--- src/rtl/mac_stream.sv ---
// Handshaked multi-lane fixed-point dot-product MAC with backpressure-frozen pipeline.
// Define MAC_STREAM_SAT_EN for saturating accumulation and the per-packet r_ovf flag.
module mac_stream #(
  parameter int DATA_W  = 16,
  parameter int LANES   = 4,
  parameter int MUL_LAT = 2,
  parameter int ACC_W   = 40
) (
  input  logic                      aclk,
  input  logic                      aresetn,
  input  logic [LANES*DATA_W-1:0]   a_tdata,
  input  logic [LANES*DATA_W-1:0]   b_tdata,
  input  logic                      a_tvalid,
  input  logic                      a_tlast,
  output logic                      a_tready,
  output logic signed [ACC_W-1:0]   r_tdata,
  output logic                      r_tvalid,
  output logic                      r_tlast,
  input  logic                      r_tready,
  output logic                      r_ovf
);

  localparam int PROD_W = 2 * DATA_W;

  if (ACC_W < 2 * DATA_W + $clog2(LANES)) begin : g_bad_acc_w
    $error("mac_stream: ACC_W must be at least 2*DATA_W + clog2(LANES)");
  end
  if (LANES < 1 || LANES > 16) begin : g_bad_lanes
    $error("mac_stream: LANES must be in 1..16");
  end
  if (MUL_LAT < 1 || MUL_LAT > 4) begin : g_bad_mul_lat
    $error("mac_stream: MUL_LAT must be in 1..4");
  end

`ifdef MAC_STREAM_SAT_EN
  localparam logic signed [ACC_W-1:0] ACC_MAX = {1'b0, {(ACC_W-1){1'b1}}};
  localparam logic signed [ACC_W-1:0] ACC_MIN = {1'b1, {(ACC_W-1){1'b0}}};

  function automatic logic acc_clip(input logic signed [ACC_W-1:0] x,
                                    input logic signed [ACC_W-1:0] y);
    logic signed [ACC_W-1:0] s;
    s = x + y;
    return (x[ACC_W-1] == y[ACC_W-1]) && (s[ACC_W-1] != x[ACC_W-1]);
  endfunction

  function automatic logic signed [ACC_W-1:0] acc_add(input logic signed [ACC_W-1:0] x,
                                                      input logic signed [ACC_W-1:0] y);
    if (acc_clip(x, y)) return x[ACC_W-1] ? ACC_MIN : ACC_MAX;
    return x + y;
  endfunction
`else
  function automatic logic signed [ACC_W-1:0] acc_add(input logic signed [ACC_W-1:0] x,
                                                      input logic signed [ACC_W-1:0] y);
    return x + y;
  endfunction
`endif

  logic en;
  assign en       = !(r_tvalid && !r_tready);
  assign a_tready = en;
  assign r_tlast  = r_tvalid;

  // Stage p0: operand capture
  logic signed [DATA_W-1:0] a_p0 [LANES];
  logic signed [DATA_W-1:0] b_p0 [LANES];
  logic                     vld_p0, last_p0;

  always_ff @(posedge aclk) begin
    if (!aresetn) begin
      vld_p0  <= 1'b0;
      last_p0 <= 1'b0;
    end else if (en) begin
      vld_p0  <= a_tvalid;
      last_p0 <= a_tlast;
    end
  end

  always_ff @(posedge aclk) begin
    if (en) begin
      for (int i = 0; i < LANES; i++) begin
        a_p0[i] <= a_tdata[i*DATA_W +: DATA_W];
        b_p0[i] <= b_tdata[i*DATA_W +: DATA_W];
      end
    end
  end

  // Stages P1..P_MUL_LAT: lane products, index s holds stage s+1
  logic signed [PROD_W-1:0] prod_pm [MUL_LAT][LANES];
  logic [MUL_LAT-1:0]       vld_pm, last_pm;

  always_ff @(posedge aclk) begin
    if (!aresetn) begin
      vld_pm  <= '0;
      last_pm <= '0;
    end else if (en) begin
      vld_pm[0]  <= vld_p0;
      last_pm[0] <= last_p0;
      for (int s = 1; s < MUL_LAT; s++) begin
        vld_pm[s]  <= vld_pm[s-1];
        last_pm[s] <= last_pm[s-1];
      end
    end
  end

  always_ff @(posedge aclk) begin
    if (en) begin
      for (int i = 0; i < LANES; i++) begin
        prod_pm[0][i] <= PROD_W'(a_p0[i]) * PROD_W'(b_p0[i]);
      end
      for (int s = 1; s < MUL_LAT; s++) begin
        prod_pm[s] <= prod_pm[s-1];
      end
    end
  end

  // Stage S: registered lane sum, sign-extended to the accumulator width
  logic signed [ACC_W-1:0] lane_sum;
  logic signed [ACC_W-1:0] sum_s;
  logic                    vld_s, last_s;

  always_comb begin
    lane_sum = '0;
    for (int i = 0; i < LANES; i++) begin
      lane_sum = lane_sum + ACC_W'(prod_pm[MUL_LAT-1][i]);
    end
  end

  always_ff @(posedge aclk) begin
    if (!aresetn) begin
      vld_s  <= 1'b0;
      last_s <= 1'b0;
    end else if (en) begin
      vld_s  <= vld_pm[MUL_LAT-1];
      last_s <= last_pm[MUL_LAT-1];
    end
  end

  always_ff @(posedge aclk) begin
    if (en) sum_s <= lane_sum;
  end

  // Stage C: accumulate, emit on last, clear so the next packet starts from zero
  logic signed [ACC_W-1:0] acc;
  logic signed [ACC_W-1:0] acc_next;

  assign acc_next = acc_add(acc, sum_s);

  always_ff @(posedge aclk) begin
    if (!aresetn) begin
      acc      <= '0;
      r_tdata  <= '0;
      r_tvalid <= 1'b0;
    end else if (en) begin
      if (vld_s && last_s) begin
        r_tdata  <= acc_next;
        r_tvalid <= 1'b1;
        acc      <= '0;
      end else begin
        r_tvalid <= 1'b0;
        if (vld_s) acc <= acc_next;
      end
    end
  end

`ifdef MAC_STREAM_SAT_EN
  logic ovf_acc;
  logic clip_c;

  assign clip_c = acc_clip(acc, sum_s);

  always_ff @(posedge aclk) begin
    if (!aresetn) begin
      ovf_acc <= 1'b0;
      r_ovf   <= 1'b0;
    end else if (en && vld_s) begin
      if (last_s) begin
        r_ovf   <= ovf_acc | clip_c;
        ovf_acc <= 1'b0;
      end else begin
        ovf_acc <= ovf_acc | clip_c;
      end
    end
  end
`else
  assign r_ovf = 1'b0;
`endif

endmodule

--- config.mk ---
export PLATFORM = sky130hd
export DESIGN_NAME = mac_stream
export DESIGN_NICKNAME = d
export VERILOG_FILES = /design/src/rtl/mac_stream.sv
export SDC_FILE = /design/constraint.sdc
export NUM_CORES = 2
export LEC_CHECK = 0
export ABC_AREA = 1
export ABC_CLOCK_PERIOD_IN_PS = 21500
export BUFFER_PORTS_ARGS = -buffer_cell sky130_fd_sc_hd__buf_2
export CAP_MARGIN = 20
export CELL_PAD_IN_SITES_DETAIL_PLACEMENT = 1
export CELL_PAD_IN_SITES_GLOBAL_PLACEMENT = 1
export CORE_MARGIN = 4
export CORE_UTILIZATION = 50
export CTS_BUF_LIST = sky130_fd_sc_hd__clkbuf_8
export CTS_CLUSTER_DIAMETER = 60
export DETAILED_ROUTE_END_ITERATION = 8
export HOLD_SLACK_MARGIN = 0.06
export PLACE_DENSITY_LB_ADDON = 0.25
export SKIP_CTS_REPAIR_TIMING = 1
export SLEW_MARGIN = 20
export SYNTH_ARGS = -nofsm -noshare
export SYNTH_HDL_FRONTEND = slang
export SYNTH_SLANG_ARGS = --single-unit
--- constraint.sdc ---
create_clock -name aclk -period 21.5 [get_ports aclk]
set_clock_uncertainty 0.1 [all_clocks]
set_input_delay 1.075 -clock aclk [delete_from_list [all_inputs] [get_ports aclk]]
set_output_delay 1.075 -clock aclk [all_outputs]
set_load 0.005 [all_outputs]
==> metrics <==
wire length per cell 19.91 um; CTS tree done; final count of pins violating max slew 0; Clock transition at path regs 0.06 ns; Worst Path Arrival 7.14 ns; antenna violations before repair 2; end of the critical path prod_pm[0][63]; All-Layer GR Usage 27.84%; CP Launch Type flip-flop; Synth Register Bits 508; post-route clock period utilization 31.23%; Filler Cells Inserted 14965; WP data required 21.93 ns; Crit path depth 17; detailed placement HPWL 147.7 mm; clock root cell clkbuf_8; drt via density 5.203; status finished, final reports clean; first-pass GRT wire length 288.0 mm; fraction of layout cells with a size suffix above 1 5.571%; Yosys warnings 0; synthesized cell area 0.06354 mm^2; number of global-route vias before repair 53050; CTS Buffer Depth 3; standard-cell rows 130; Area Overhead vs Synth 6.583%; post-synthesis sequential area ratio 22.60%; synthesized area per cell 8.795 um^2; Reg-to-Reg End prod_pm[0][63]; met2 wire length 92.37 mm; initial core utilization 50.47%; most frequent CP cell fa_1; # setup viols final 0; Rel. slew slack 31.35%; H-tree levels 3; post-route ant nets 0; fin nets 8903; Post-synth EDFFs 419; Highest Signal Layer met4; GRT overflow 0; Crit Path Class flip-flop to flip-flop; Reg2Reg Setup Slack 14.79 ns; Yosys top cell area share 35.10%; DR vias 46799; hold crit path type flip-flop to flip-flop; DRC viols 0; Syn Nets 8873; CP bufs+invs 3; worst slew pin tran 1.030 ns; RSZ-0062 raised after global routing no; worst r2r src b_p0[2][1]; area leader, netlist fa_1; Die X 364.5 um; Die Span Y 364.5 um; largest net degree at the start of global routing 199; Min Clock Period, post-route 6.714 ns; Async SR Flop Fraction 0%; Synth cell types 51; CP Launch Point b_p0[2][1]; Routability Congestion 0.9388; met3 wire len 6.793 mm; IO Port Bufs 175; crit path max fanout 16; Post-Route WL 179.1 mm; cell count of the worst reg-to-reg path 17; max-capacitance violation count 0; Synth Flop Type edfxtp_1; crit-path max cell delay 0.96 ns; Die Footprint 0.1329 mm^2; Worst setup EP type flip-flop; synth top area cells fa_1, edfxtp_1, inv_1, nand2_1, ha_1; Clock Latency Late Sink 0.80 ns; fmax 148.9 MHz; crit path cell chain nand2_1 > inv_1 > fa_1 > fa_1 > fa_1 > fa_1 > fa_1 > inv_1 > fa_1 > inv_1 > ha_1 > a21oi_1 > o21ai_0 > a21oi_1 > o211ai_1 > o21ai_0 > nand2_1; delay-heaviest family, CP adder cells; Max stage delay cell, worst path fa_1; Sum Neg Setup Slack 0 ns; CTS Buf Count 101; Clock Sinks 508; I/O pin count 177; Post-Synthesis Cells 7225; Core Box Area 0.1259 mm^2; DRT iter0 DRCs 2549; WL met1 75.27 mm; DRT Pass-1 Iters 7; final hold viol count 0
[cell usage in the layout, fill, tap and decap left out, types with 47 or more instances in the layout]
cell,Yosys,final
buf_2,4,175
edfxtp_1,419,419
nand3_1,127,127
nand2_1,1740,1740
nand4_1,47,47
inv_1,1953,1978
xnor2_1,61,61
nor2_1,323,323
a21oi_1,216,216
ha_1,401,401
clkbuf_8,0,110
o21ai_0,124,124
xor2_1,110,110
dfxtp_1,89,89
fa_1,1114,1114
[stage by stage]
| stage | setup slack (ns) | util, % | hold WS, ns | area (um^2) | std cells |
|---|---|---|---|---|---|
| detailed placement | 14.86 | 52.11 | 0.3063 | 65610 | 8802 |
| global route | 14.47 | 53.79 | 0.2653 | 67720 | 8994 |
| global placement | 15.04 | 52.11 | 0.3030 | 65610 | 8802 |
| CTS | 14.83 | 53.79 | 0.2500 | 67710 | 8991 |
| floorplan | 8.764 | - | 0.3003 | 63540 | 7225 |
| finish | 14.79 | 53.80 | 0.2976 | 67730 | 8995 |
[Yosys cell counts, drive strengths merged (61+ instances only)]
cell	number
inv	1960
nand2	1754
fa	1114
edfxtp	419
ha	401
nor2	327
clkbuf	248
a21oi	221
o21ai	141
nand3	129
xor2	110
dfxtp	89
xnor2	61
[worst reg2reg max path, cell delays in order (launching register included)]
cell	delay [ns]
edfxtp_1	0.79
nand2_1	0.21
inv_1	0.18
fa_1	0.55
fa_1	0.97
fa_1	0.56
fa_1	0.50
fa_1	0.49
inv_1	0.05
fa_1	0.47
inv_1	0.04
ha_1	0.39
a21oi_1	0.28
o21ai_0	0.14
a21oi_1	0.29
o211ai_1	0.17
o21ai_0	0.20
nand2_1	0.07
[logic make-up (layout without fill, tap and decap cells)]
logic type,count (synthesis),count (layout),synth area share (%)
AND/OR/NAND/NOR,2346,2346,14.76
buffers and inverters,2221,2337,13.14
adder cells (fa/ha/maj),1515,1515,42.99
flip-flops,508,508,22.60
AO/OA/AOI/OAI,463,463,4.143
XOR/XNOR,171,171,2.357
other,1,5,0.005901
[area by class of cell]
class / count / area, um^2 / area share (%)
antenna: 4 / 10.01 / 0.01478
tap: 1650 / 2064 / 3.048
multi-input combinational: 4496 / 40840 / 60.29
clock buffer: 110 / 1514 / 2.235
timing repair buffer: 186 / 970.9 / 1.434
inverter: 1962 / 7373 / 10.89
sequential: 508 / 14360 / 21.21
clock inverter: 79 / 594.3 / 0.8775
[worst min path at each step]
stage                         start         endpoint  slack (ns)  depth (start not counted)
detailed placement   prod_pm[0][47]  prod_pm[0][175]        0.31                          0
finish              prod_pm[0][112]  prod_pm[0][240]        0.30                          0
global route            b_tdata[37]       b_p0[2][5]        0.27                          1
CTS                      a_tdata[3]       a_p0[0][3]        0.25                          1
floorplan             prod_pm[0][0]  prod_pm[0][128]        0.30                          0
global placement     prod_pm[0][11]  prod_pm[0][139]        0.30                          0
[routing by layer]
layer | up-vias | global-route usage, %
met2 | 945 | 50.22
met4 | 0 | 7.392
met3 | 234 | 3.035
met5 | - | 0
met1 | 24290 | 35.80
li1 | 21330 | -
[flip-flops by register name, indices dropped and copies added (netlist names)]
register  flops
a_p0         64
b_p0         64
sum_s        35
last_pm       2
r_tdata      40
vld_s         1
vld_p0        1
last_p0       1
last_s        1
r_tlast       1
prod_pm     256
vld_pm        2
acc          40
Power is not shown: default switching activity piles up to over one toggle a cycle in this logic, so the estimate is an artifact.
